File: src/rtl/booth_pkg.sv
// Shared types and helpers for the iterative radix-2 Booth multiplier.
package booth_pkg;

    typedef enum logic [1:0] {
        IDLE,
        RUN,
        DONE
    } state_t;

    typedef enum logic [1:0] {
        OP_NOP,
        OP_ADD,
        OP_SUB
    } booth_op_t;

    // The iteration counter must hold WIDTH+1.
    function automatic int unsigned count_w(input int unsigned width);
        return $clog2(width + 2);
    endfunction

endpackage

File: src/rtl/booth_step.sv
// One radix-2 Booth iteration: conditional add/sub of M into A, then an
// arithmetic right shift of {A,Q,Q_1}.
module booth_step
    import booth_pkg::*;
#(
    parameter int unsigned W1 = 5
) (
    input  logic [W1-1:0] a,
    input  logic [W1-1:0] q,
    input  logic          q_1,
    input  logic [W1-1:0] m,
    output logic [W1-1:0] a_next,
    output logic [W1-1:0] q_next,
    output logic          q_1_next
);

    booth_op_t     op;
    logic [W1-1:0] sum;

    always_comb begin
        case ({q[0], q_1})
            2'b01:   op = OP_ADD;
            2'b10:   op = OP_SUB;
            default: op = OP_NOP;
        endcase

        case (op)
            OP_ADD:  sum = a + m;
            OP_SUB:  sum = a - m;
            default: sum = a;
        endcase

        a_next   = {sum[W1-1], sum[W1-1:1]};
        q_next   = {sum[0], q[W1-1:1]};
        q_1_next = q[0];
    end

endmodule

File: src/rtl/booth_seq_multiplier.sv
// Iterative radix-2 Booth multiplier with start/busy/done handshake and
// per-operation signed/unsigned selection.
module booth_seq_multiplier
    import booth_pkg::*;
#(
    parameter int unsigned WIDTH = 4
) (
    input  logic                 clk,
    input  logic                 reset_n,
    input  logic                 start,
    input  logic                 signed_mode,
    input  logic [WIDTH-1:0]     multiplicand,
    input  logic [WIDTH-1:0]     multiplier,
    output logic                 busy,
    output logic                 done,
    output logic [2*WIDTH-1:0]   product
);

    localparam int unsigned    W1         = WIDTH + 1;
    localparam int unsigned    CW         = count_w(WIDTH);
    localparam logic [CW-1:0]  COUNT_INIT = CW'(W1);

    state_t        state;
    state_t        state_next;
    logic [W1-1:0] a;
    logic [W1-1:0] q;
    logic [W1-1:0] m;
    logic          q_1;
    logic [W1-1:0] a_next;
    logic [W1-1:0] q_next;
    logic          q_1_next;
    logic [CW-1:0] count;
    logic          accept;
    logic          last;

    assign accept = start && (state != RUN);
    assign last   = (state == RUN) && (count == CW'(1));

    booth_step #(.W1(W1)) u_step (
        .a        (a),
        .q        (q),
        .q_1      (q_1),
        .m        (m),
        .a_next   (a_next),
        .q_next   (q_next),
        .q_1_next (q_1_next)
    );

    always_ff @(posedge clk or negedge reset_n) begin
        if (!reset_n) begin
            state <= IDLE;
        end else begin
            state <= state_next;
        end
    end

    always_comb begin
        state_next = state;
        case (state)
            IDLE:    if (start) state_next = RUN;
            RUN:     if (last)  state_next = DONE;
            DONE:    if (start) state_next = RUN;
            default: state_next = IDLE;
        endcase
    end

    always_comb begin
        busy = (state == RUN);
        done = (state == DONE);
    end

    // One extra guard bit lets unsigned operands run through the signed core.
    always_ff @(posedge clk or negedge reset_n) begin
        if (!reset_n) begin
            a       <= '0;
            q       <= '0;
            q_1     <= 1'b0;
            m       <= '0;
            count   <= '0;
            product <= '0;
        end else if (accept) begin
            m     <= {signed_mode & multiplicand[WIDTH-1], multiplicand};
            q     <= {signed_mode & multiplier[WIDTH-1], multiplier};
            a     <= '0;
            q_1   <= 1'b0;
            count <= COUNT_INIT;
        end else if (state == RUN) begin
            a     <= a_next;
            q     <= q_next;
            q_1   <= q_1_next;
            count <= count - CW'(1);
            // Low 2*WIDTH bits of the shifted {A,Q}.
            if (last) begin
                product <= {a_next[WIDTH-2:0], q_next};
            end
        end
    end

endmodule

File: config.mk
export PLATFORM = sky130hd
export DESIGN_NAME = booth_seq_multiplier
export DESIGN_NICKNAME = d
export VERILOG_FILES = /design/src/rtl/booth_pkg.sv /design/src/rtl/booth_step.sv /design/src/rtl/booth_seq_multiplier.sv
export SDC_FILE = /design/constraint.sdc
export NUM_CORES = 1
export LEC_CHECK = 0
export BUFFER_PORTS_ARGS = -buffer_cell sky130_fd_sc_hd__buf_2
export CORE_MARGIN = 1.5
export CORE_UTILIZATION = 50
export CTS_BUF_LIST = sky130_fd_sc_hd__clkbuf_2
export CTS_CLUSTER_SIZE = 28
export DETAILED_ROUTE_END_ITERATION = 12
export PLACE_DENSITY = 0.71
export SYNTH_ARGS = -nofsm -noshare
export SYNTH_HDL_FRONTEND = slang
export SYNTH_SLANG_ARGS = --single-unit
File: constraint.sdc
create_clock -name clk -period 3.3 [get_ports clk]
set_clock_uncertainty 0.2 [all_clocks]
set_input_delay 0.495 -clock clk [delete_from_list [all_inputs] [get_ports clk]]
set_output_delay 0.495 -clock clk [all_outputs]
set_load 0.01 [all_outputs]
==> summary.txt, run 1 <==
Floorplanning
  • Initial Util: 52.8%
  • I/O Pins: 22
  • Die ar.: 3240 um2
  • Die Wd: 56.9 um
  • Site row count: 19
  • Core Area: 2760 um2
  • Die height: 56.9 um

Yosys
  • Largest cells by area after synthesis: dfrtp_1 (48%), ha_1 (6.9%), nand2_1 (6.7%), mux2_2 (4.6%), o21ai_0 (4.5%)
  • Syn_nets: 170
  • Register bit total from synthesis: 28
  • Asr flop ratio synth: 100%
  • Avg Inst Size Synth: 9.77 um2
  • Commonest cells post-synth: dfrtp_1 (28), nand2_1 (26), o21ai_0 (13)
  • EDFF count, synth: 0
  • Seq/Total Area, Yosys: 48.2%
  • Top FF cell, synth: dfrtp_1
  • Yosys cell types: 29
  • Top cell type's share of synthesized area: 48.2%
  • Most numerous cell in the Yosys netlist: dfrtp_1
  • Yosys warns: 0
  • Leading area contributor after synthesis: dfrtp_1
  • Cells after Synth: 149
  • Mapped cell area: 1460 um2

Setup path
  • Crit path required time: 2.60 ns
  • Max FO, Critical Path: 21
  • CP max stage cell: inv_1
  • Worst-path cell chain: nand2b_2 -> inv_1 -> buf_2
  • Max stage delay on crit path: 0.48 ns
  • WS Path Type: reg -> out
  • CP Capture Type: output port
  • CP arrival: 1.79 ns
  • CP startpoint kind: flip-flop

STA
  • Final Setup Violations: 0
  • Worst-Margin Slew: 0.606 ns
  • Max_slew headroom: 59.6%
  • Max Freq: 0.403 GHz
  • Slew Viols, Final: 0
  • Min Hold Slack: 0.155 ns
  • Unrepaired setup endpoints after global routing: no
  • Final period util: 75.2%
  • Fin. Hold Viols: 0
  • TNS Setup: 0 ns
  • Final Critical Period: 2.48 ns

Placement
  • Post-DP Area: 1570 um2
  • Gpl congestion: 0.769
  • Port Buf Inserts: 21
  • Dpl hpwl: 1.99 mm

Layout
  • Final core utilization: 57.8%
  • Net count, final: 191
  • Footprint of the multi-input gates: 682 um2
  • Fill cells: 251
  • Final Instance Area: 1590 um2
  • Layout overhead on the synthesized area: 9.46%
  • # diodes: 0
  • Share of layout cells above drive strength 1: 20.2%
  • Storage element area: 701 um2

Routing
  • Vias per cell: 5.31
  • DRT iter0 DRCs: 25
  • Via count: 1056
  • # DRC: 0
  • Drt first pass iters: 4
  • Routed WL: 2.64 mm
  • Average wire per standard cell: 13.3 um
  • DRT antenna net count: 0

CTS
  • Bufs on Longest Clock Path: 2
  • Postcts setup bufs: 0
  • Clk slew on worst S/H paths: 0.25 ns
  • Root Buffer: clkbuf_2
  • # hold bufs at CTS: 1
  • H-tree depth: 1
  • Total CTS buffers: 3
  • Post-cts sizing count: 0
  • Sink Count: 28
  • Worst skew pair latency: 0.34 ns
  • CTS tree: yes

Global route
  • Initial antenna violation count: 0
  • Top Usage Layer GRT: met2
  • Overall Global Routing Usage: 18.1%
  • Vias in the first global route: 1014
  • Largest net degree at the start of global routing: 29
  • M3 GR Usage: 2.04%
  • First-pass GRT wire length: 4.62 mm
  • Grt met2 use: 29.1%
  • Overflow after GRT: 0
  • Global-route met1 utilization: 26.2%

Power
  • Reg power frac: 35.7%
  • Sw Pwr: 0.751 mW
  • Leakage: 0.810 nW
  • Pwr Density: 1080 nW/um2
  • Clock power frac: 7.0%
  • Cell-internal power: 0.968 mW
  • Gate power share: 57.3%
  • Max IR drop VDD: 0.613 mV
  • Pwr Total: 1.72 mW
  • Net Sw Frac: 43.7%

Outcome
  • Status: complete, no violations

Job
  • Max Cap Viol: 0

Min path
  • HP Class: in -> reg
[power by group through the flow]
stage | sequential, mW | clock, mW | combinational (mW)
after floorplan | 0.612 | 0 | 0.784
after global placement | 0.613 | 0 | 0.950
after detailed placement | 0.621 | 0 | 0.995
after CTS | 0.615 | 0.126 | 0.997
after global routing | 0.635 | 0.137 | 1.12
final | 0.615 | 0.120 | 0.985
[registers in the layout (all words and copies together) (netlist names)]
| register | flops |
|---|---|
| state | 2 |
| product | 8 |
| q | 5 |
| a | 4 |
| q_1 | 1 |
| count | 3 |
| m | 5 |
[cells in the final DEF (no fill, tap or decap)]
cell type and count:
nor2_1 7, buf_2 21, and2_4 1, nor3_1 2
dfrtp_1 28, nor2b_1 3, clkbuf_2 3, fa_1 1
xor2_1 1, dlygate4sd3_1 1, a31oi_1 2, xnor2_1 6
mux2_2 6, o31ai_2 1, o22ai_1 1, o21ai_0 13
nand2b_2 1, and3_1 2, a21oi_1 8, nand3_1 3
a21o_1 2, a211oi_1 1, o31ai_1 3, ha_1 8
nand2b_1 1, and3_2 1, mux2i_1 4, nand2_1 26
inv_1 11
[kinds of logic (layout without fill, tap and decap cells)]
kind of cell / Yosys count / in the layout / synth area share, %
simple gates: 47 / 47 / 14.5
compound gates: 31 / 31 / 12.5
flops: 28 / 28 / 48.2
buf+inv: 17 / 36 / 4.99
mux: 10 / 10 / 7.39
fa+ha+maj: 9 / 9 / 8.25
xor+xnor: 7 / 7 / 4.21
[through the flow]
step | setup slack, ns | std cells
after floorplan | 1.13 | 149
after global placement | 1.06 | 195
after detailed placement | 0.925 | 195
after CTS | 0.812 | 199
after global routing | 0.642 | 199
final | 0.818 | 199
[metal layers]
metal  vias to the layer above  share of wire (%)
met2                        24                 49
met3                         2                3.5
met5                         -                  0
met4                         0               0.61
met1                       496                 47
li1                        534                  -
[final timing paths]
| check | startpoint | depth (start not counted) | endpoint | slack [ns] |
|---|---|---|---|---|
| max | state[1]$_DFFE_PN0P_ | 3 | busy | 0.82 |
| min reg2reg | count[2]$_DFFE_PN0P_ | 1 | count[2]$_DFFE_PN0P_ | 0.31 |
| max reg2reg | m[0]$_DFFE_PN0P_ | 10 | product[7]$_DFFE_PN0P_ | 0.88 |
| min | multiplicand[0] | 2 | m[0]$_DFFE_PN0P_ | 0.16 |
| max in group asynchronous | reset_n | 2 | count[2]$_DFFE_PN0P_ | 2.07 |
| min in group asynchronous | reset_n | 2 | a[1]$_DFFE_PN0P_ | 0.45 |
[critical path, delay by kind of cell, from the launching register on]
| kind | cells | cell delay [ns] |
|---|---|---|
| flops | 1 | 0.43 |
| buf+inv | 2 | 0.71 |
| simple gates | 1 | 0.30 |
[area by class of cell]
type | instances | share of cell area, %
Sequential cell | 28 | 44.0
Multi-Input combinational cell | 104 | 42.8
Timing Repair Buffer | 22 | 7.23
Inverter | 11 | 2.59
Tap cell | 31 | 2.44
Clock buffer | 3 | 0.943
Note: power is estimated with default switching activity, not from simulation.
==> run 2, diff against run 1 <==
clock period = 2.4 ns   (was 3.3 ns; I/O delays follow)
==> run 2 against run 1 <==
Register-to-register slack worse by 0.81 ns. Combinational power up 60%. Global-route usage up 1.3 points. Non-clock buffer count up 7. Clock-buffer cell count unchanged. Power up 50%. Clock power up 40%. Cell count up 3.5%. Sequential power up 37%. Critical path depth up 7. Core utilization up 3.4 points. Largest power group unchanged.
==> summary.txt, run 2 (synthesis gave the netlist of run 1 again) <==
CTS
  • CTS tree: yes
  • Worst skew pair latency: 0.35 ns (about the same)
  • Sink Count: 28 (unchanged)
  • Clk slew on worst S/H paths: 0.25 ns (about the same)
  • H-tree depth: 1 (unchanged)
  • Bufs on Longest Clock Path: 2 (unchanged)
  • Total CTS buffers: 3 (unchanged)
  • Root Buffer: clkbuf_2

Setup path
  • CP arrival: 2.42 ns (+0.63 ns)
  • Worst Reg-to-Reg Cells: 10 (unchanged)
  • Max FO, Critical Path: 3 (-86%)
  • CP startpoint kind: flip-flop
  • Crit path required time: 2.49 ns (-0.11 ns)
  • CP Capture Type: flip-flop
  • WS Path Type: reg -> reg

Floorplanning
  • Die height: 56.9 um (unchanged)
  • Die ar.: 3240 um2 (unchanged)
  • Site row count: 19 (unchanged)
  • Initial Util: 52.8% (unchanged)
  • Die Wd: 56.9 um (unchanged)
  • Core Area: 2760 um2 (unchanged)
  • I/O Pins: 22 (unchanged)

Routing
  • Drt first pass iters: 4 (unchanged)
  • DRT iter0 DRCs: 20 (-20%)
  • # DRC: 0 (unchanged)
  • Vias per cell: 5.42 (+2.2%)
  • Average wire per standard cell: 14.1 um (+6.1%)
  • DRT antenna net count: 0 (unchanged)
  • Routed WL: 2.91 mm (+9.9%)
  • Via count: 1117 (+5.8%)

Layout
  • Share of layout cells above drive strength 1: 25.1% (+4.9 points)
  • Layout overhead on the synthesized area: 15.9%
  • Finished Layout Cells: 206 (+3.5%)
  • Regs by FF count: product x8, m x5, q x5
  • Net count, final: 198 (+3.7%)
  • Final Instance Area: 1690 um2 (+5.9%)
  • Most flops, register: product
  • # diodes: 0 (unchanged)
  • Commonest non-fill, non-tap cells in the layout: dfrtp_1 (28), nand2_1 (26), buf_2 (21), o21ai_0 (12), inv_1 (10)
  • Max FFs per register: 8 (unchanged)
  • Commonest non-fill, non-tap cell in the layout: dfrtp_1
  • Final core utilization: 61.2% (+3.4 points)

Global route
  • Overall Global Routing Usage: 19.3% (+1.3 points)
  • Vias in the first global route: 1070 (+5.5%)
  • Initial antenna violation count: 0 (unchanged)
  • M3 GR Usage: 2.04% (unchanged)
  • Largest net degree at the start of global routing: 29 (unchanged)
  • Grt met2 use: 32.3% (+3.3 points)
  • Global-route met1 utilization: 26.3% (+0.078 points)
  • First-pass GRT wire length: 4.92 mm (+6.4%)
  • Overflow after GRT: 0 (unchanged)
  • Top Usage Layer GRT: met2

STA
  • Final Critical Period: 2.33 ns
  • Fin. Hold Viols: 0 (unchanged)
  • Worst-Margin Slew: 0.624 ns (+0.0186 ns)
  • Slew Viols, Final: 0 (unchanged)
  • Max Freq: 0.429 GHz
  • Max_slew headroom: 58.4% (-1.2 points)
  • Final Setup Violations: 0 (unchanged)
  • Final period util: 97.2%
  • TNS Setup: 0 ns (unchanged)

Min path
  • HP Class: in -> reg
  • Worst hold stages: 3 (+1)

Placement
  • Dpl hpwl: 2.08 mm (+4.3%)
  • Port Buf Inserts: 21 (unchanged)
  • Dpl cells: 196 (+0.51%)
  • Post-DP Area: 1580 um2 (+0.48%)
  • Gpl congestion: 0.751 (-2.3%)

Power
  • Leakage: 0.849 nW (+4.9%)
  • Reg power frac: 32.6% (-3.1 points)
  • Gate power share: 60.9% (+3.6 points)
  • Cell-internal power: 1.45 mW (+50%)
  • Clock power frac: 6.5% (-0.5 points)
  • Sw Pwr: 1.14 mW (+51%)
  • Net Sw Frac: 43.9% (+0.25 points)
  • Max IR drop VDD: 0.863 mV (+41%)
  • Pwr Density: 1530 nW/um2 (+42%)

Outcome
  • Status: complete, no violations

Job
  • Max Cap Viol: 0 (unchanged)
[run 2: repair_timing]
item / in CTS / in global routing
gates resized for setup: 0 / 8
hold endpoints to repair: 31 / 0
endpoints found under the setup margin: 0 / 5
hold buffers: 4 / 0
buffers inserted: 0 / 3
[run 2: worst paths after layout]
check | to | slack (ns) | start
worst max-delay path | product[7]$_DFFE_PN0P_ | 0.07 | m[1]$_DFFE_PN0P_
worst min-delay path | m[4]$_DFFE_PN0P_ | 0.02 | multiplicand[3]
worst max register to register | product[7]$_DFFE_PN0P_ | 0.07 | m[1]$_DFFE_PN0P_
worst min register to register | product[5]$_DFFE_PN0P_ | 0.31 | product[5]$_DFFE_PN0P_
max in group asynchronous | m[0]$_DFFE_PN0P_ | 1.30 | reset_n
min in group asynchronous | product[5]$_DFFE_PN0P_ | 0.31 | reset_n
[run 2: final cells by class]
class	instances	area (um2)
Clock buffer	3	15.0
Fill cell	256	1070
Inverter	11	41.3
Multi-Input combinational cell	104	716
Sequential cell	28	701
Tap cell	31	38.8
Timing Repair Buffer	29	175
[run 2: critical path, stage by stage, from the launching register on]
cell      delay (ns)
dfrtp_1         0.43
inv_1           0.05
ha_1            0.28
mux2_4          0.29
inv_2           0.07
ha_4            0.18
nor2b_1         0.12
o21ai_1         0.12
nand2b_1        0.11
xnor2_2         0.17
o31ai_2         0.24
[run 2: through the flow]
stage | setup WS (ns) | hold slack, ns | power (mW)
4_1_cts | 0.0321 | 0.00278 | 2.42
5_1_grt | -0.0210 | -0.00160 | 2.82
3_3_place_gp | 0.155 | 0.200 | 2.17
3_5_place_dp | 0.0707 | 0.215 | 2.24
2_1_floorplan | 0.226 | -0.136 | 1.92
6_report | 0.0664 | 0.0185 | 2.59
[run 2: metal layers]
metal,wire (um),share of wire (%)
met5,0,0
met4,39,1.3
met3,110,3.8
met2,1430,49
met1,1320,46
[run 2: power groups by stage]
stage / logic [mW] / clock network (mW) / registers [mW]
detailed placement: 1.39 / 0 / 0.853
global route: 1.76 / 0.195 / 0.870
CTS: 1.40 / 0.174 / 0.847
finish: 1.58 / 0.168 / 0.844
floorplan: 1.08 / 0 / 0.841
global placement: 1.32 / 0 / 0.843
